`config.mk`:
```
export PLATFORM = sky130hd
export DESIGN_NAME = cpu_step_ctrl
export DESIGN_NICKNAME = d
export VERILOG_FILES = /design/src/rtl/cpu_step_ctrl.sv
export SDC_FILE = /design/constraint.sdc
export NUM_CORES = 1
export LEC_CHECK = 0
export BUFFER_PORTS_ARGS = -buffer_cell sky130_fd_sc_hd__buf_2
export CORE_MARGIN = 4
export CORE_UTILIZATION = 57
export CTS_CLUSTER_DIAMETER = 100
export CTS_CLUSTER_SIZE = 30
export DETAILED_ROUTE_END_ITERATION = 16
export PLACE_DENSITY = 0.78
export RECOVER_POWER = 50
export SKIP_LAST_GASP = 1
export SLEW_MARGIN = 15
export SYNTH_ARGS = -nofsm -noshare
export SYNTH_HDL_FRONTEND = slang
export SYNTH_SLANG_ARGS = --single-unit
```
`constraint.sdc`:
```
create_clock -name clk -period 2.7 [get_ports clk]
set_clock_uncertainty 0.2 [all_clocks]
set_input_delay 0.135 -clock clk [delete_from_list [all_inputs] [get_ports clk]]
set_output_delay 0.135 -clock clk [all_outputs]
set_load 0.03 [all_outputs]
```
`src/rtl/cpu_step_ctrl.sv`:
```
// rtl/cpu_step_ctrl.sv - run-mode controller producing a one-cycle CPU advance enable
module cpu_step_ctrl #(
    parameter int DEBOUNCE_CYCLES = 50000,
    parameter int CNT_WIDTH       = 16
) (
    input  logic                 clk,
    input  logic                 rst,
    input  logic                 slow_clk_in,
    input  logic                 btn_step,
    input  logic [1:0]           mode,
    input  logic                 step_clr,
    output logic                 cpu_en,
    output logic [CNT_WIDTH-1:0] step_count,
    output logic [2:0]           dbg_state
);

    typedef enum logic [2:0] {
        ST_IDLE      = 3'b000,
        ST_PRESS_CHK = 3'b001,
        ST_FIRE      = 3'b010,
        ST_HELD      = 3'b011,
        ST_REL_CHK   = 3'b100
    } db_state_t;

    localparam logic [15:0] DB_LAST = 16'(DEBOUNCE_CYCLES - 1);

    logic      slow_s1, slow_s2, slow_s3;
    logic      rise, rise_q;
    logic      btn_s1, btn_s;
    db_state_t state, state_nxt;
    logic [15:0] cnt, cnt_nxt;
    logic      fire;
    logic      en_nxt;

    // rise is registered once so a slow-clock edge reaches cpu_en three edges after capture
    assign rise = slow_s2 & ~slow_s3;

    always_ff @(posedge clk or negedge rst) begin
        if (!rst) begin
            slow_s1 <= 1'b0;
            slow_s2 <= 1'b0;
            slow_s3 <= 1'b0;
            rise_q  <= 1'b0;
            btn_s1  <= 1'b0;
            btn_s   <= 1'b0;
        end else begin
            slow_s1 <= slow_clk_in;
            slow_s2 <= slow_s1;
            slow_s3 <= slow_s2;
            rise_q  <= rise;
            btn_s1  <= btn_step;
            btn_s   <= btn_s1;
        end
    end

    always_ff @(posedge clk or negedge rst) begin
        if (!rst) begin
            state <= ST_IDLE;
            cnt   <= 16'd0;
        end else begin
            state <= state_nxt;
            cnt   <= cnt_nxt;
        end
    end

    always_comb begin
        state_nxt = state;
        cnt_nxt   = cnt;
        case (state)
            ST_IDLE: begin
                if (btn_s) begin
                    state_nxt = ST_PRESS_CHK;
                    cnt_nxt   = 16'd0;
                end
            end
            ST_PRESS_CHK: begin
                if (!btn_s)
                    state_nxt = ST_IDLE;
                else if (cnt == DB_LAST)
                    state_nxt = ST_FIRE;
                else
                    cnt_nxt = cnt + 16'd1;
            end
            ST_FIRE: state_nxt = ST_HELD;
            ST_HELD: begin
                if (!btn_s) begin
                    state_nxt = ST_REL_CHK;
                    cnt_nxt   = 16'd0;
                end
            end
            ST_REL_CHK: begin
                if (btn_s)
                    state_nxt = ST_HELD;
                else if (cnt == DB_LAST)
                    state_nxt = ST_IDLE;
                else
                    cnt_nxt = cnt + 16'd1;
            end
            default: state_nxt = ST_IDLE;
        endcase
    end

    always_comb begin
        fire      = (state == ST_FIRE);
        dbg_state = state;
    end

    // only the mode-selected source can assert cpu_en; fires in other modes are dropped
    always_comb begin
        en_nxt = 1'b0;
        case (mode)
            2'b00:   en_nxt = 1'b1;
            2'b01:   en_nxt = rise_q;
            2'b10:   en_nxt = fire;
            default: en_nxt = 1'b0;
        endcase
    end

    always_ff @(posedge clk or negedge rst) begin
        if (!rst) begin
            cpu_en     <= 1'b0;
            step_count <= '0;
        end else begin
            cpu_en <= en_nxt;
            if (step_clr)
                step_count <= '0;
            else if (cpu_en)
                step_count <= step_count + CNT_WIDTH'(1);
        end
    end

endmodule

```
== Word level (Yosys, flattened, before mapping) ==
Cells that the tools add are included.

* Logic and storage cells: 49
* Output and inout port bits: 20
* Flip-flop bits (word level): 42

* Multiplexer cells: 16
* Reduce and logical (&&, ||, !) cells: 6
* Bitwise logic cells: 2
* Equal/unequal tests: 13
* $add $sub $neg: 2

{| class="wikitable"
|+ Operator list
! operator !! count
|-
| 2-to-1 mux 16 bit || 7
|-
| one-hot mux 16 bit (4 select lines) || 1
|-
| adder 16 x 1 -> 16 bit (second input constant) || 2
|-
| 2-to-1 mux 3 bit || 6
|-
| equality test 16 bit (second input constant) || 1
|-
| one-hot mux 3 bit (5 select lines) || 1
|-
| inequality test 2 bit (second input constant) || 4
|-
| equality test 3 x 2 -> 1 bit (second input constant) || 2
|-
| inequality test 3 bit (second input constant) || 2
|-
| AND reduction 5 bit || 1
|-
| AND reduction 4 bit || 1
|-
| nonzero test 4 bit || 1
|-
| equality test 3 x 1 -> 1 bit (second input constant) || 1
|-
| equality test 3 bit (second input constant) || 1
|-
| logical NOT 3 bit || 1
|-
| one-hot mux 1 bit (3 select lines) || 1
|-
| equality test 2 x 1 -> 1 bit (second input constant) || 1
|-
| equality test 2 bit (second input constant) || 1
|-
| logical NOT 2 bit || 1
|-
| nonzero test 2 bit || 1
|-
| bitwise AND 1 bit || 1
|-
| inverter 1 bit || 1
|}

== Depth between registers and ports, before layout ==
* Depth in word-level cells: 4
* Depth in mapped cells: 7
* Gate-level depth less buffers: 5

== Least setup slack after synthesis ==
Ideal clock, no wire load.

* Kind: flip-flop to flip-flop
* From: reg step_count[5]
* To: reg step_count[15]
* Arrival: 1.781 ns
* Slack: 0.594 ns
* Path buffers: 0
* Setup time: 0.125 ns
* Cell stages (with the launch flop): 5
* Cells stage by stage: dfrtp_1 -> nand4_1 -> or3_1 -> nor4_1 -> mux2_2

* Word-level cells in the longest chain between the ends: 3

{| class="wikitable"
|+ Ends and longest elaborated chain
! what !! line !! text
|-
| start: declaration || 13 || <nowiki>output logic [CNT_WIDTH-1:0] step_count,</nowiki>
|-
| start signal: assignment || 128 || <nowiki>step_count <= step_count + CNT_WIDTH'(1);</nowiki>
|-
| adder 16 x 1 -> 16 bit || 128 ||
|-
| 2-to-1 mux 16 bit || 127 || <nowiki>else if (cpu_en)</nowiki>
|-
| 2-to-1 mux 16 bit || 125 || <nowiki>if (step_clr)</nowiki>
|}

No other way between the ends. The select of a mux whose other input is x is not followed.
A chain may end at the register's enable or synchronous reset.

== Worst setup path after layout ==
* From: reg state[0], in the netlist dbg_state[0]
* To: reg cnt[6]

* Word-level cells in the longest chain between the ends: 3

{| class="wikitable"
|+ Ends and longest elaborated chain
! what !! line !! text
|-
| start: declaration || 30 || <nowiki>db_state_t state, state_nxt;</nowiki>
|-
| start signal: assignment || 61 || <nowiki>state <= state_nxt;</nowiki>
|-
| equality test 3 bit, or another cell as far along || 69 || <nowiki>case (state)</nowiki>
|-
| nonzero test 4 bit (no source line) / inequality test 2 bit (equally long branches) || -- ||
|-
| AND reduction 5 bit (no source line) || -- ||
|-
| end signal: assignment || 62 || <nowiki>cnt <= cnt_nxt;</nowiki>
|-
| end: declaration || 31 || <nowiki>logic [15:0] cnt, cnt_nxt;</nowiki>
|}

Parallel ways exist; a longest one is shown, timed or not.

==> results.toml <==
[synthesis]
synth-main-ff-cell = "dfrtp_1"
avgSynthCellArea_sq_um = 9.75
yosys.area_share.adder_pct = 1.14
synth_compound_area_share_pct = 13.7
ys_ff_latch = 42
yosys.area_share.simple_pct = 27.0
synth_nets = 235
yosysTopAreaCell = "dfrtp_1"
synth_edf_count = 0
yosysSeqAreaShare_pct = 47.7
synth_xor_area_share_pct = 4.37
synth_top_cells_by_area = "dfrtp_1, nand4_1, nor2_1"
synthMuxAreaShare_pct = 1.42
netlist.area_leader.share_pct = 47.7
async_reset_ff_share_pct = 100
ys_types = 49
syn_area_sq_um = 2200
ys.warnings.count = 0
synth_top_family_by_area = "simple AND/OR/NAND/NOR gates"
syn_inst = 226

[timing]
rsz0062_at_grt = "no"
final-hold-violation-count = 0
min_period_over_period_pct = 81.7
fin_tns_setup_ns = 0
fin_crit_ns = 2.21
setup_viol = 0
worst_pin_slew_ns = 1.03
relSlewSlack_pct = 31.3
final.setup.worst_slack_ns = 0.494
fmax_mhz = 453
maxSlewViolCount = 0

[cts]
cts_num_sinks = 42
cts.repair.resized = 0
root_buffer = "clkbuf_8"
clkLatencyLatePin_ns = 0.31
cts_buffer_depth = 2
clkTransAtPathRegs_ns = 0.09
cts_tree = "yes"
h-tree-depth = 2
cts_buffers = 5

[floorplanning]
die_h_um = 70.2
fp.dieW_um = 70.2
fp-row-count = 22
coreArea_sq_um = 3690
initial_core_util_pct = 59.7
io_pins = 27
die_area_sq_um = 4920

[power_and_ir_drop]
max-vdd-ir-drop_mv = 0.396
p_leak_nw = 0.978
powerDensity_nw_per_um2 = 478

[finish]
fillers = 318
layout-drive-gt1-share_pct = 10.7
final_common_cell = "dfrtp_1"
syn2layout_area_growth_pct = 13.2
register_area_sq_um = 1050
final_cell_mix = "dfrtp_1, nor2_1, clkbuf_1, inv_1, nand4_1"
antenna_cells = 0
fin_nets = 269
multi_input_area_sq_um = 1050

[grt]
grt_pass1_wl_um = 8520
grt_util_all_layers_pct = 21.8
busiest_layer = "met2"
met3_usage_pct = 5.90
antenna_found_initial = 0
grt_pass1_vias = 1832
met1_usage_pct = 28.0
use_met2_pct = 34.6
grt_max_degree = 43
grt_overflow_total = 0

[critical_path]
crit_type = "reg2reg"
reg2reg_slack_ns = 0.49
critPathLaunchType = "flop"
end_kind = "flop"
required_ns = 2.66
critPathMaxFanout = 14
crit_arrival_ns = 2.17
r2r_cells = 4
rr_startpoint = "dbg_state[0]$_DFFE_PN0P_"
r2r-end = "cnt[6]$_DFFE_PN0P_"

[drt]
antenna_left = 0
finalWirelength_um = 4820
vias = 1855
drc = 0
wl_per_cell_um = 15.6
drt_iter0_drc = 91
viasPerCell = 6.00
dr.pass1.iters = 6

[place]
hpwl_um = 3220
pre_cts_ws_ns = 0.457
io_buffers = 26
gp_congestion = 0.838

[hold_path]
hold_end = "step_count[13]$_DFFE_PN0P_"
hp-start = "step_clr"
hp-class = "in2reg"
whs_path_depth = 3

[outcome]
status = "finished clean"

[job]
drv_cap = 0
[cell usage after synthesis (3+ instances only)]
cell / instances
and3_1: 3
inv_1: 14
nor2_1: 20
a21oi_1: 7
o21ai_0: 7
nand2_1: 11
o221ai_1: 7
nor4_1: 4
nand3_1: 12
o211ai_1: 5
or3_1: 4
or4_1: 3
nand4_1: 13
buf_2: 4
nor3_1: 6
nor2b_1: 5
nand2b_1: 7
xnor2_1: 5
xor2_1: 6
dfrtp_1: 42
a31oi_1: 5
[repair_timing]
action / in CTS / in global routing
buffers inserted: 0 / 0
hold buffers: 5 / 0
hold endpoints to repair: 45 / 0
[flip-flops by register name (all words and copies together), names as in the netlist]
| name | count |
|---|---|
| btn_s1 | 1 |
| slow_s1 | 1 |
| dbg_state | 3 |
| btn_s | 1 |
| cnt | 16 |
| slow_s3 | 1 |
| rise_q | 1 |
| slow_s2 | 1 |
| cpu_en | 1 |
| step_count | 16 |
[worst max path at each step]
| stage | startpoint | to | depth (start not counted) |
|---|---|---|---|
| 2_1_floorplan | step_count[5]$_DFFE_PN0P_ | step_count[15]$_DFFE_PN0P_ | 4 |
| 3_3_place_gp | dbg_state[0]$_DFFE_PN0P_ | cnt[1]$_DFFE_PN0P_ | 4 |
| 3_5_place_dp | dbg_state[0]$_DFFE_PN0P_ | cnt[6]$_DFFE_PN0P_ | 4 |
| 4_1_cts | dbg_state[0]$_DFFE_PN0P_ | cnt[6]$_DFFE_PN0P_ | 4 |
| 5_1_grt | dbg_state[0]$_DFFE_PN0P_ | cnt[6]$_DFFE_PN0P_ | 4 |
| 6_report | dbg_state[0]$_DFFE_PN0P_ | cnt[6]$_DFFE_PN0P_ | 4 |
[power breakdown]
| group | leakage (nW) | switching (mW) | total, mW | internal (mW) |
|---|---|---|---|---|
| registers | 0.566 | 0.0239 | 0.672 | 0.648 |
| clock network | 0.0447 | 0.241 | 0.427 | 0.187 |
| logic | 0.367 | 0.0593 | 0.0927 | 0.0334 |
[stage by stage]
stage | cells | hold WS [ns] | cell area [sq um] | utilization (%) | power [mW]
finish | 309 | 0.0301 | 2490 | 67.6 | 1.19
global route | 309 | 0.0510 | 2490 | 67.6 | 1.24
CTS | 309 | 0.0270 | 2520 | 68.2 | 1.20
detailed placement | 296 | 0.0449 | 2370 | 64.3 | 0.772
global placement | 296 | 0.0435 | 2370 | 64.3 | 0.770
floorplan | 226 | -0.361 | 2200 | - | 0.740
[cell type report]
class,count,share of cell area [%]
sequential,42,42.1
multi-input combinational,162,42.1
timing repair buffer,35,7.52
clock buffer,5,2.76
tap,48,2.41
inverter,14,2.11
clock inverter,3,1.00
[critical path: stages, from the launching register on]
cell and delay [ns]:
dfrtp_1 0.49, or3b_4 0.45, a21o_1 0.22, o21ai_2 0.49, o221ai_1 0.20
[kinds of logic (layout without fill, tap and decap cells)]
logic type | Yosys count | count (layout)
adder cells (fa/ha/maj) | 2 | 2
buffers and inverters | 22 | 57
multiplexers | 3 | 3
XOR/XNOR | 11 | 11
AND/OR/NAND/NOR | 103 | 103
AO/OA/AOI/OAI | 43 | 43
flip-flops | 42 | 42
[routing by layer]
layer	vias to the layer above	part of all wire, %
met5	-	0
met3	8	4.2
li1	905	-
met4	0	1.5
met2	35	49
met1	907	45
No activity file was read; power rests on OpenSTA's default activity.
